--- config.mk ---
export PLATFORM = sky130hd
export DESIGN_NAME = axis_oq_word_packer_flat
export DESIGN_NICKNAME = d
export VERILOG_FILES = /design/src/rtl/axis_oq_word_packer_if.sv /design/src/rtl/axis_oq_word_packer.sv /design/src/flat_wrapper.sv
export SDC_FILE = /design/constraint.sdc
export NUM_CORES = 2
export LEC_CHECK = 0
export BUFFER_PORTS_ARGS = -buffer_cell sky130_fd_sc_hd__clkbuf_2
export CAP_MARGIN = 20
export CORE_MARGIN = 5
export CORE_UTILIZATION = 48
export CTS_BUF_LIST = sky130_fd_sc_hd__clkbuf_4 sky130_fd_sc_hd__clkbuf_8 sky130_fd_sc_hd__clkbuf_16
export CTS_CLUSTER_SIZE = 12
export DETAILED_ROUTE_END_ITERATION = 6
export PLACE_DENSITY = 0.7
export SYNTH_ARGS = -nofsm -noshare
export SYNTH_HDL_FRONTEND = slang
export SYNTH_SLANG_ARGS = --single-unit
--- constraint.sdc ---
create_clock -name clk -period 9.8 [get_ports clk]
set_clock_uncertainty 0.05 [all_clocks]
set_input_delay 1.47 -clock clk [delete_from_list [all_inputs] [get_ports clk]]
set_output_delay 1.47 -clock clk [all_outputs]
set_load 0.02 [all_outputs]
--- src/rtl/axis_oq_word_packer_if.sv ---
// rtl/axis_oq_word_packer_if.sv - packet stream in, memory-word stream out, for the output-queue packer
interface axis_oq_word_packer_if #(
   parameter int IN_WIDTH    = 256,
   parameter int MEM_WIDTH   = 64,
   parameter int TUSER_WIDTH = 128,
   parameter int QID_WIDTH   = 3
);
   localparam int BYTES_W = $clog2(MEM_WIDTH / 8) + 1;

   logic                   s_axis_tvalid;
   logic                   s_axis_tready;
   logic [IN_WIDTH-1:0]    s_axis_tdata;
   logic [IN_WIDTH/8-1:0]  s_axis_tstrb;
   logic [TUSER_WIDTH-1:0] s_axis_tuser;
   logic                   s_axis_tlast;

   logic                   m_word_valid;
   logic                   m_word_ready;
   logic [MEM_WIDTH-1:0]   m_word_data;
   logic [QID_WIDTH-1:0]   m_word_qid;
   logic                   m_word_sop;
   logic                   m_word_eop;
   logic [BYTES_W-1:0]     m_word_bytes;

   // slave: the packer (stream sink, word source); master: its surroundings
   modport slave (
      input  s_axis_tvalid, s_axis_tdata, s_axis_tstrb, s_axis_tuser, s_axis_tlast,
      output s_axis_tready,
      output m_word_valid, m_word_data, m_word_qid, m_word_sop, m_word_eop, m_word_bytes,
      input  m_word_ready
   );

   modport master (
      output s_axis_tvalid, s_axis_tdata, s_axis_tstrb, s_axis_tuser, s_axis_tlast,
      input  s_axis_tready,
      input  m_word_valid, m_word_data, m_word_qid, m_word_sop, m_word_eop, m_word_bytes,
      output m_word_ready
   );
endinterface

--- src/rtl/axis_oq_word_packer.sv ---
// rtl/axis_oq_word_packer.sv - reserves per-queue word budget at packet start and serialises
// admitted packets into a header word plus memory-width data words
module axis_oq_word_packer #(
   parameter int IN_WIDTH    = 256,
   parameter int MEM_WIDTH   = 64,
   parameter int TUSER_WIDTH = 128,
   parameter int NUM_QUEUES  = 8,
   parameter int QID_WIDTH   = 3,
   parameter int QUEUE_WORDS = 65536,
   parameter int CNT_WIDTH   = 17,
   parameter int DST_POS     = 24
) (
   input  logic                             clk,
   input  logic                             reset,
   axis_oq_word_packer_if.slave             bus,
   input  logic                             release_valid,
   input  logic [QID_WIDTH-1:0]             release_qid,
   input  logic [CNT_WIDTH-1:0]             release_words,
   output logic [NUM_QUEUES*CNT_WIDTH-1:0]  free_words,
   output logic [31:0]                      drop_count,
   output logic                             err_overrun
);
   localparam int R       = IN_WIDTH / MEM_WIDTH;
   localparam int BYTES   = MEM_WIDTH / 8;
   localparam int BYTES_W = $clog2(BYTES) + 1;
   localparam int SL_W    = (R > 1) ? $clog2(R) : 1;
   localparam int NEED_W  = ((CNT_WIDTH > 17) ? CNT_WIDTH : 17) + 1;
   localparam int SUM_W   = NEED_W + 2;

   typedef enum logic [2:0] {IDLE, HDR, SER, WAIT, DROP} state_t;

   state_t                 state;
   logic [IN_WIDTH-1:0]    beat_data;
   logic [IN_WIDTH/8-1:0]  beat_strb;
   logic                   beat_last;
   logic [MEM_WIDTH-1:0]   hdr_word;
   logic [QID_WIDTH-1:0]   qid_r;
   logic [NEED_W-1:0]      need_r;
   logic [NEED_W-1:0]      emitted_r;
   logic [SL_W-1:0]        slice_r;
   logic [CNT_WIDTH-1:0]   free_r    [NUM_QUEUES];
   logic [CNT_WIDTH-1:0]   free_next [NUM_QUEUES];

   logic [NUM_QUEUES-1:0]  dst_field;
   logic                   dst_ok;
   logic [QID_WIDTH-1:0]   dst_qid;
   logic [NEED_W-1:0]      need_in;
   logic                   admit;
   logic [SL_W-1:0]        last_slice;
   logic [BYTES-1:0]       cur_strb;
   logic [BYTES_W-1:0]     cur_bytes;
   logic                   at_final;
   logic                   word_valid;
   logic                   word_fire;
   logic                   beat_fire;
   logic [NEED_W-1:0]      emitted_nx;
   logic                   res_en;
   logic                   recon_en;
   logic [NEED_W-1:0]      recon_words;

   always_comb begin
      dst_field = bus.s_axis_tuser[DST_POS +: NUM_QUEUES];
      dst_ok    = |dst_field;
      dst_qid   = '0;
      for (int q = NUM_QUEUES - 1; q >= 0; q--)
         if (dst_field[q]) dst_qid = QID_WIDTH'(q);
      need_in = NEED_W'(1) + (NEED_W'(bus.s_axis_tuser[15:0]) + NEED_W'(BYTES - 1)) / NEED_W'(BYTES);
      admit   = dst_ok && (NEED_W'(free_r[dst_qid]) >= need_in);
   end

   // strobes are contiguous from bit 0, so the highest populated slice ends the beat
   always_comb begin
      last_slice = '0;
      for (int k = 0; k < R; k++)
         if (|beat_strb[k*BYTES +: BYTES]) last_slice = SL_W'(k);
      cur_strb  = beat_strb[int'(slice_r)*BYTES +: BYTES];
      cur_bytes = '0;
      for (int b = 0; b < BYTES; b++)
         cur_bytes = cur_bytes + BYTES_W'(cur_strb[b]);
   end

   assign at_final   = (slice_r == last_slice);
   assign word_valid = !reset && (state == HDR || state == SER);
   assign word_fire  = word_valid && bus.m_word_ready;
   assign beat_fire  = bus.s_axis_tvalid && bus.s_axis_tready;
   assign emitted_nx = (&emitted_r) ? emitted_r : emitted_r + NEED_W'(1);

   always_comb begin
      bus.m_word_valid = word_valid;
      bus.m_word_data  = '0;
      bus.m_word_qid   = '0;
      bus.m_word_sop   = 1'b0;
      bus.m_word_eop   = 1'b0;
      bus.m_word_bytes = '0;
      if (word_valid) begin
         bus.m_word_qid = qid_r;
         if (state == HDR) begin
            bus.m_word_data  = hdr_word;
            bus.m_word_sop   = 1'b1;
            bus.m_word_bytes = BYTES_W'(BYTES);
         end else begin
            bus.m_word_data  = beat_data[int'(slice_r)*MEM_WIDTH +: MEM_WIDTH];
            bus.m_word_eop   = at_final && beat_last;
            bus.m_word_bytes = cur_bytes;
         end
      end
      case (state)
         IDLE, WAIT, DROP: bus.s_axis_tready = 1'b1;
         SER:              bus.s_axis_tready = at_final && bus.m_word_ready && !beat_last;
         default:          bus.s_axis_tready = 1'b0;
      endcase
      if (reset) bus.s_axis_tready = 1'b0;
   end

   assign res_en      = (state == IDLE) && beat_fire && admit;
   assign recon_en    = (state == SER) && word_fire && at_final && beat_last && (emitted_nx < need_r);
   assign recon_words = need_r - emitted_nx;

   // reservation, give-back and release all land in one update; saturation applies to the sum
   always_comb begin
      logic [SUM_W-1:0] sum;
      for (int q = 0; q < NUM_QUEUES; q++) begin
         sum = SUM_W'(free_r[q]);
         if (release_valid && release_qid == QID_WIDTH'(q)) sum = sum + SUM_W'(release_words);
         if (recon_en && qid_r == QID_WIDTH'(q))            sum = sum + SUM_W'(recon_words);
         if (res_en && dst_qid == QID_WIDTH'(q))            sum = sum - SUM_W'(need_in);
         free_next[q] = (sum > SUM_W'(QUEUE_WORDS)) ? CNT_WIDTH'(QUEUE_WORDS) : sum[CNT_WIDTH-1:0];
      end
   end

   for (genvar q = 0; q < NUM_QUEUES; q++) begin : g_free
      assign free_words[q*CNT_WIDTH +: CNT_WIDTH] = free_r[q];
   end

   always_ff @(posedge clk) begin
      if (reset) begin
         state       <= IDLE;
         beat_data   <= '0;
         beat_strb   <= '0;
         beat_last   <= 1'b0;
         hdr_word    <= '0;
         qid_r       <= '0;
         need_r      <= '0;
         emitted_r   <= '0;
         slice_r     <= '0;
         drop_count  <= '0;
         err_overrun <= 1'b0;
         for (int q = 0; q < NUM_QUEUES; q++) free_r[q] <= CNT_WIDTH'(QUEUE_WORDS);
      end else begin
         case (state)
            IDLE: if (beat_fire) begin
               if (admit) begin
                  beat_data <= bus.s_axis_tdata;
                  beat_strb <= bus.s_axis_tstrb;
                  beat_last <= bus.s_axis_tlast;
                  hdr_word  <= bus.s_axis_tuser[MEM_WIDTH-1:0];
                  qid_r     <= dst_qid;
                  need_r    <= need_in;
                  emitted_r <= '0;
                  state     <= HDR;
               end else begin
                  drop_count <= drop_count + 32'd1;
                  state      <= bus.s_axis_tlast ? IDLE : DROP;
               end
            end
            HDR: if (bus.m_word_ready) begin
               emitted_r <= emitted_nx;
               slice_r   <= '0;
               state     <= SER;
            end
            SER: if (bus.m_word_ready) begin
               emitted_r <= emitted_nx;
               if (!at_final) begin
                  slice_r <= slice_r + SL_W'(1);
               end else if (beat_last) begin
                  state <= IDLE;
               end else if (beat_fire) begin
                  beat_data <= bus.s_axis_tdata;
                  beat_strb <= bus.s_axis_tstrb;
                  beat_last <= bus.s_axis_tlast;
                  slice_r   <= '0;
               end else begin
                  state <= WAIT;
               end
            end
            WAIT: if (beat_fire) begin
               beat_data <= bus.s_axis_tdata;
               beat_strb <= bus.s_axis_tstrb;
               beat_last <= bus.s_axis_tlast;
               slice_r   <= '0;
               state     <= SER;
            end
            DROP: if (beat_fire && bus.s_axis_tlast) state <= IDLE;
            default: state <= IDLE;
         endcase
         if (word_fire && emitted_r >= need_r) err_overrun <= 1'b1;
         for (int q = 0; q < NUM_QUEUES; q++) free_r[q] <= free_next[q];
      end
   end
endmodule

--- src/flat_wrapper.sv ---
// flat-port wrapper written by rule: the top's interface ports become plain ports
module axis_oq_word_packer_flat 
#(
   parameter int IN_WIDTH    = 256,
   parameter int MEM_WIDTH   = 64,
   parameter int TUSER_WIDTH = 128,
   parameter int NUM_QUEUES  = 8,
   parameter int QID_WIDTH   = 3,
   parameter int QUEUE_WORDS = 65536,
   parameter int CNT_WIDTH   = 17,
   parameter int DST_POS     = 24
)
  (clk, reset, release_valid, release_qid, release_words, free_words, drop_count, err_overrun, bus_s_axis_tvalid, bus_s_axis_tdata, bus_s_axis_tstrb, bus_s_axis_tuser, bus_s_axis_tlast, bus_s_axis_tready, bus_m_word_valid, bus_m_word_data, bus_m_word_qid, bus_m_word_sop, bus_m_word_eop, bus_m_word_bytes, bus_m_word_ready);
  axis_oq_word_packer_if #(.IN_WIDTH(IN_WIDTH), .MEM_WIDTH(MEM_WIDTH), .TUSER_WIDTH(TUSER_WIDTH), .QID_WIDTH(QID_WIDTH)) bus_i ();
  input  logic clk;
  input  logic reset;
  input  logic release_valid;
  input  logic [QID_WIDTH-1:0] release_qid;
  input  logic [CNT_WIDTH-1:0] release_words;
  output logic [NUM_QUEUES*CNT_WIDTH-1:0] free_words;
  output logic [31:0] drop_count;
  output logic err_overrun;
  input wire logic [$bits(bus_i.s_axis_tvalid)-1:0] bus_s_axis_tvalid;
  input wire logic [$bits(bus_i.s_axis_tdata)-1:0] bus_s_axis_tdata;
  input wire logic [$bits(bus_i.s_axis_tstrb)-1:0] bus_s_axis_tstrb;
  input wire logic [$bits(bus_i.s_axis_tuser)-1:0] bus_s_axis_tuser;
  input wire logic [$bits(bus_i.s_axis_tlast)-1:0] bus_s_axis_tlast;
  output wire logic [$bits(bus_i.s_axis_tready)-1:0] bus_s_axis_tready;
  output wire logic [$bits(bus_i.m_word_valid)-1:0] bus_m_word_valid;
  output wire logic [$bits(bus_i.m_word_data)-1:0] bus_m_word_data;
  output wire logic [$bits(bus_i.m_word_qid)-1:0] bus_m_word_qid;
  output wire logic [$bits(bus_i.m_word_sop)-1:0] bus_m_word_sop;
  output wire logic [$bits(bus_i.m_word_eop)-1:0] bus_m_word_eop;
  output wire logic [$bits(bus_i.m_word_bytes)-1:0] bus_m_word_bytes;
  input wire logic [$bits(bus_i.m_word_ready)-1:0] bus_m_word_ready;
  assign bus_i.s_axis_tvalid = bus_s_axis_tvalid;
  assign bus_i.s_axis_tdata = bus_s_axis_tdata;
  assign bus_i.s_axis_tstrb = bus_s_axis_tstrb;
  assign bus_i.s_axis_tuser = bus_s_axis_tuser;
  assign bus_i.s_axis_tlast = bus_s_axis_tlast;
  assign bus_s_axis_tready = bus_i.s_axis_tready;
  assign bus_m_word_valid = bus_i.m_word_valid;
  assign bus_m_word_data = bus_i.m_word_data;
  assign bus_m_word_qid = bus_i.m_word_qid;
  assign bus_m_word_sop = bus_i.m_word_sop;
  assign bus_m_word_eop = bus_i.m_word_eop;
  assign bus_m_word_bytes = bus_i.m_word_bytes;
  assign bus_i.m_word_ready = bus_m_word_ready;
  axis_oq_word_packer #(.IN_WIDTH(IN_WIDTH), .MEM_WIDTH(MEM_WIDTH), .TUSER_WIDTH(TUSER_WIDTH), .NUM_QUEUES(NUM_QUEUES), .QID_WIDTH(QID_WIDTH), .QUEUE_WORDS(QUEUE_WORDS), .CNT_WIDTH(CNT_WIDTH), .DST_POS(DST_POS)) u_core (.clk(clk), .reset(reset), .bus(bus_i), .release_valid(release_valid), .release_qid(release_qid), .release_words(release_words), .free_words(free_words), .drop_count(drop_count), .err_overrun(err_overrun));
endmodule
After elaboration in Yosys (flattened, before gate mapping)
Memories as Yosys holds them, arrays and structs flattened.
Cells that the tools add are included.
- $add $sub $neg: 37
- $lt $le $gt $ge: 11
- equality and inequality tests: 37
- shifts and indexed selects: 2
- muxes and demuxes: 109
- bitwise logic cells: 9
- reduce and logical (&&, ||, !) cells: 63
- operator list (cell ; count):
    $mux W256 ; 6
    $pmux W256 S3 ; 1
    $mux W20 ; 24
    $mux W17 ; 16
    $shiftx A256 B9 Y64 ; 1
    $mux W32 ; 6
    $add A20 B18 Y20 ; 8
    $gt A20 B17 Y1 const B ; 8
    $sub A20 B18 Y20 ; 8
    $add A17 B17 Y18 ; 8
    $mux W64 ; 2
    $pmux W32 S3 ; 1
    $mux W18 ; 4
    $mux W3 ; 19
    $eq A3 B3 Y1 const B ; 13
    $logic_and A1 B1 Y1 ; 39
    $pmux W18 S2 ; 1
    $add A32 B1 Y32 const B ; 1
    $reduce_or A8 Y1 ; 4
    $shiftx A32 B6 Y8 ; 1
    $add A4 B1 Y4 ; 6
    $eq A3 B2 Y1 const B ; 8
    $add A18 B1 Y18 const B ; 1
    $ge A17 B18 Y1 ; 1
    34 further kinds ; 81
- flip-flop bits (word level): 430
- RAM bits: 136
- input port bits: 442
- output and inout port bits: 244
- word-level logic and storage cells: 280
- memories kept: 1
- memories (memory ; words ; bits a word ; rd ports ; clocked after Yosys merged registers in ; write ports ; RTL line ; text):
    u_core.free_r ; 8 ; 17 ; 9 ; 0 ; 8 ; axis_oq_word_packer.sv:41 ; logic [CNT_WIDTH-1:0] free_r [NUM_QUEUES];

Longest topological paths before layout
- word-level depth: 17
- gate-level depth with buffers: 38
- mapped depth without buffers: 35

Least setup slack after synthesis
No wires, ideal clock.
- kind: register to register
- from: reg u_core.emitted_r[6]
- to: mem u_core.free_r[2][7]
- library setup time: 0.132 ns
- arrival time: 7.899 ns
- data required time: 9.618 ns
- setup slack: 1.719 ns
- cell stages (with the launch flop): 35
- path buffers: 6
- clock period less this slack: 8.081 ns
- path through: dfxtp_1 -> buf_2 -> nand4_2 -> nor4_2 -> nand4_1 -> and4_1 -> clkbuf_1 -> and4_1 -> nor3b_1 -> xnor2_1 -> ha_1 -> clkbuf_1 -> nand2_1 -> o21ai_0 -> a221oi_1 -> a2111oi_0 -> and4_1 -> clkbuf_1 -> clkbuf_1 -> mux2_2 -> ha_1 -> nor2b_1 -> o31a_1 -> or4_1 -> a41o_1 -> o41ai_1 -> or2_2 -> nand2_1 -> a211oi_1 -> xnor2_1 -> a21oi_1 -> a41o_1 -> nand3_1 -> clkbuf_1 -> nor3_1
- RTL lines (element ; RTL line ; text):
    start: declaration ; axis_oq_word_packer.sv:39 ; logic [NEED_W-1:0] emitted_r;
    start signal: assignment ; axis_oq_word_packer.sv:167 ; emitted_r <= emitted_nx;
    start signal: assignment ; axis_oq_word_packer.sv:172 ; emitted_r <= emitted_nx;
    end: declaration ; axis_oq_word_packer.sv:41 ;

==> impl_metrics.json <==
{
  "rsz_0062_raised_after_global_routing": "false",
  "max_slew.worst_pin.slew_ns": 1.26,
  "final_core_utilization": 0.557,
  "fin_area_mm2": 0.0569,
  "pre_cts_slack_ns": 0.418,
  "cts-buffers-inserted": 68,
  "critical_path.top_delay_family": "simple AND/OR/NAND/NOR gates",
  "cp_slowest_stage_delay_ns": 0.55,
  "whs_endpoint": "u_core.beat_data[228]",
  "power_density_mw_per_mm2": 232,
  "synthCells": 6660,
  "htree_levels": 3,
  "synth_warnings": 0,
  "cts_max_path_buffers": 3,
  "grt_pass1_wl_um": 310000,
  "synthesis.area_mm2": 0.0495,
  "layout_setup_ws_ns": 0.471,
  "final.min_clock_period_ns": 9.33,
  "dieArea_mm2": 0.110,
  "worst_ir_drop_vdd_v": 0.000251,
  "core_mm2": 0.102,
  "path_clk_slew_ns": 0.06,
  "ys_types": 111,
  "async_flop_share": 0,
  "outcome": "finished, final reports clean",
  "cts_root_buf": "sky130_fd_sc_hd__clkbuf_16",
  "nFillCells": 9831,
  "critPathCaptureType": "register",
  "postSynthRegisterBits": 563,
  "cp_max_fo": 12,
  "synth-seq-area-share": 0.227,
  "timing_max_transition_violations_final": 0,
  "globalRoute.busiestLayer": "met2",
  "grt_use_met3": 0.0788,
  "min_from": "u_core.beat_data[228]",
  "power.leakage_nw": 24.6,
  "gr-usage-all-layers": 0.365,
  "min_path_type": "register to register",
  "ctsHoldBuffers": 0,
  "grt_max_degree": 247,
  "die_x_um": 331,
  "tns_ns": 0,
  "critical_path.slowest_cell": "sky130_fd_sc_hd__or4b_1",
  "clock_sink_count": 563,
  "cp_data_required_time_ns": 10.32,
  "setup_viol_count_final": 0,
  "regToRegEndpoint": "u_core.free_r[7][11]",
  "design.portCount": 686,
  "final_layout_size_suffix_gt1_frac": 0.161,
  "drv.max_cap_violation_count": 0,
  "post-route-period-util": 0.952,
  "antenna_found_initial": 44,
  "clk-insertion-delay-late_ns": 0.67,
  "gr-usage-met2": 0.554,
  "timing.fmax_mhz": 107,
  "nNetsFinal": 8067,
  "synth_ff_type": "sky130_fd_sc_hd__dfxtp_1",
  "timing.reg2reg.setup_slack_ns": 0.47,
  "wire_per_inst_um": 24.8,
  "grt-ovfl-total": 0,
  "layout_stage_area_growth_over_the_synthesis_result_pct": 14.9,
  "route.final.wire_length_um": 213000,
  "drc": 0,
  "routed_via_density": 6.23,
  "synth_enable_flop_cells": 0,
  "hold_critical_path_depth": 2,
  "detailed_place.area_mm2": 0.0545,
  "dpl.hpwl_um": 161000,
  "io_buffers": 621,
  "drt.antenna.violating_nets": 0,
  "r2r_cell_count": 30,
  "timing.final.hold_violations": 0,
  "timing.critical_path.arrival_ns": 9.85,
  "initial_standard_cell_utilization_of_the_core": 0.485,
  "reg2reg_from": "u_core.emitted_r[6]",
  "fp_rows": 117,
  "critPathMostFrequentCell": "sky130_fd_sc_hd__o21ai_0",
  "vias_in_the_first_global_route": 49299,
  "gp_congestion": 1.09,
  "drt_first_iter_violations": 5476,
  "die_y_um": 331,
  "dr.pass1.iters": 6,
  "avgSynthCellArea_um2": 7.44,
  "groute.layer.met1.usage": 0.473,
  "relSlewSlack": 0.157,
  "worst_setup_start_kind": "register",
  "clock_tree_from_tritoncts": "done",
  "vias": 53647,
  "timing_worst_setup_path_type": "register to register",
  "fin_total_pwr_mw": 13.2,
  "worstPathBufferInverterCount": 0
}
[worst min-delay path, delay by kind of cell, from the launching register on]
family	cells	cell delay, ns
DFF	1	0.30
and+or+nand+nor	1	0.05
AOI/OAI and AO/OA	1	0.05
[cells in the mapped netlist, types with 19 or more instances]
cell                       number  area, um^2
sky130_fd_sc_hd__o21bai_1      51         383
sky130_fd_sc_hd__and4_1        19         166
sky130_fd_sc_hd__nor3b_1       46         345
sky130_fd_sc_hd__a21boi_0      19         143
sky130_fd_sc_hd__o21a_1        89         668
sky130_fd_sc_hd__o31a_1        20         175
sky130_fd_sc_hd__a21oi_1      719        3600
sky130_fd_sc_hd__o21ai_0      360        1800
sky130_fd_sc_hd__or3_1         46         288
sky130_fd_sc_hd__mux2i_1       71         711
sky130_fd_sc_hd__o221a_2       65         732
sky130_fd_sc_hd__or4_1         24         180
sky130_fd_sc_hd__xor2_1       157        1380
sky130_fd_sc_hd__nand4_1       42         263
sky130_fd_sc_hd__and2_1        38         238
sky130_fd_sc_hd__or2_2         25         156
sky130_fd_sc_hd__buf_2         29         145
sky130_fd_sc_hd__nand2_1     1270        4770
sky130_fd_sc_hd__mux4_2        72        1620
sky130_fd_sc_hd__o31ai_1       40         300
sky130_fd_sc_hd__fa_1          29         581
sky130_fd_sc_hd__nor2b_1       49         307
sky130_fd_sc_hd__a31oi_1       44         275
sky130_fd_sc_hd__mux2_2        40         450
sky130_fd_sc_hd__dfxtp_1      563       11300
sky130_fd_sc_hd__buf_1         19        71.3
sky130_fd_sc_hd__nand3_1      219        1100
sky130_fd_sc_hd__nand2b_1      54         338
sky130_fd_sc_hd__ha_1         427        5340
sky130_fd_sc_hd__nor3_1       156         781
sky130_fd_sc_hd__a211oi_1      84         631
sky130_fd_sc_hd__inv_1        173         649
sky130_fd_sc_hd__a21o_1       117         878
sky130_fd_sc_hd__o211ai_1      54         405
sky130_fd_sc_hd__nor4_1        51         319
sky130_fd_sc_hd__and3_1        52         325
sky130_fd_sc_hd__xnor2_1      183        1600
sky130_fd_sc_hd__clkbuf_1     276        1040
sky130_fd_sc_hd__nor2_1       532        2000
[placed cells by master (no fill, tap or decap), types with 46 or more instances in the layout]
master | Yosys | final
sky130_fd_sc_hd__a211oi_1 | 84 | 84
sky130_fd_sc_hd__a21o_1 | 117 | 117
sky130_fd_sc_hd__a21oi_1 | 719 | 718
sky130_fd_sc_hd__and3_1 | 52 | 52
sky130_fd_sc_hd__buf_4 | 3 | 132
sky130_fd_sc_hd__clkbuf_16 | 0 | 68
sky130_fd_sc_hd__clkbuf_2 | 0 | 620
sky130_fd_sc_hd__dfxtp_1 | 563 | 561
sky130_fd_sc_hd__ha_1 | 427 | 427
sky130_fd_sc_hd__inv_1 | 173 | 173
sky130_fd_sc_hd__mux2i_1 | 71 | 71
sky130_fd_sc_hd__mux4_2 | 72 | 72
sky130_fd_sc_hd__nand2_1 | 1270 | 1269
sky130_fd_sc_hd__nand2b_1 | 54 | 54
sky130_fd_sc_hd__nand3_1 | 219 | 219
sky130_fd_sc_hd__nor2_1 | 532 | 528
sky130_fd_sc_hd__nor2b_1 | 49 | 49
sky130_fd_sc_hd__nor3_1 | 156 | 154
sky130_fd_sc_hd__nor3b_1 | 46 | 46
sky130_fd_sc_hd__o211ai_1 | 54 | 54
sky130_fd_sc_hd__o21a_1 | 89 | 89
sky130_fd_sc_hd__o21ai_0 | 360 | 359
sky130_fd_sc_hd__o21bai_1 | 51 | 51
sky130_fd_sc_hd__o221a_2 | 65 | 65
sky130_fd_sc_hd__or3_1 | 46 | 46
sky130_fd_sc_hd__xnor2_1 | 183 | 179
sky130_fd_sc_hd__xor2_1 | 157 | 148
[layout make-up]
| class | count | area, um^2 | area share |
|---|---|---|---|
| Inverter | 174 | 653 | 0.0115 |
| Sequential cell | 563 | 11300 | 0.198 |
| Timing Repair Buffer | 759 | 4230 | 0.0743 |
| Clock inverter | 22 | 364 | 0.00640 |
| Tap cell | 1368 | 1710 | 0.0301 |
| Antenna cell | 30 | 75.1 | 0.00132 |
| Multi-Input combinational cell | 5603 | 36600 | 0.644 |
| Clock buffer | 93 | 1960 | 0.0344 |
[state kept, by name, indices dropped and copies added (netlist names)]
name and count:
u_core.err_overrun 1, u_core.state 3, u_core.beat_strb 32, u_core.drop_count 32
u_core.need_r 15, u_core.hdr_word 64, u_core.free_r 136, u_core.slice_r 2
u_core.beat_data 256, u_core.qid_r 3, u_core.emitted_r 18, u_core.beat_last 1
[timing repair]
action / in CTS / in global routing
resized for setup: 0 / 4
endpoints found under the setup margin: 0 / 40
buffers inserted: 0 / 0
[report_power, final]
part	leakage [nW]	switching [mW]	total, mW	internal (mW)
sequential	4.57	0.251	2.85	2.60
clock	1.13	1.12	2.63	1.50
combinational	18.9	5.06	7.72	2.66
[layer usage]
metal / share of wire / wire (um)
met1: 0.39 / 83900
met3: 0.11 / 23700
met4: 0.074 / 15900
met2: 0.42 / 89800
met5: 0.00019 / 41
[through the flow]
stage	cells	hold WS (ns)
after CTS	8579	0.401
after global routing	8608	0.417
after global placement	8462	0.389
after detailed placement	8464	0.393
after floorplan	6668	0.383
final	8612	0.398
[kinds of logic after synthesis]
family	after synthesis	share of synthesized area
AND/OR/NAND/NOR	2707	0.250
AO/OA/AOI/OAI	1896	0.245
flip-flops	563	0.227
buffers and inverters	502	0.0391
adder cells (fa/ha/maj)	466	0.122
XOR/XNOR	340	0.0601
multiplexers	185	0.0568
other	1	0.0000757
[worst max-delay path by stage]
stage | from | end | slack [ns] | depth (start not counted)
global route | u_core.emitted_r[6] | u_core.free_r[7][1] | 0.005 | 30
CTS | u_core.emitted_r[6] | u_core.free_r[7][11] | 0.38 | 30
detailed placement | u_core.emitted_r[6] | u_core.free_r[7][11] | 0.42 | 30
global placement | u_core.emitted_r[6] | u_core.free_r[7][10] | 0.68 | 30
finish | u_core.emitted_r[6] | u_core.free_r[7][11] | 0.47 | 30
floorplan | u_core.emitted_r[6] | u_core.free_r[2][7] | 1.72 | 34
No activity file was read; power rests on OpenSTA's default activity.
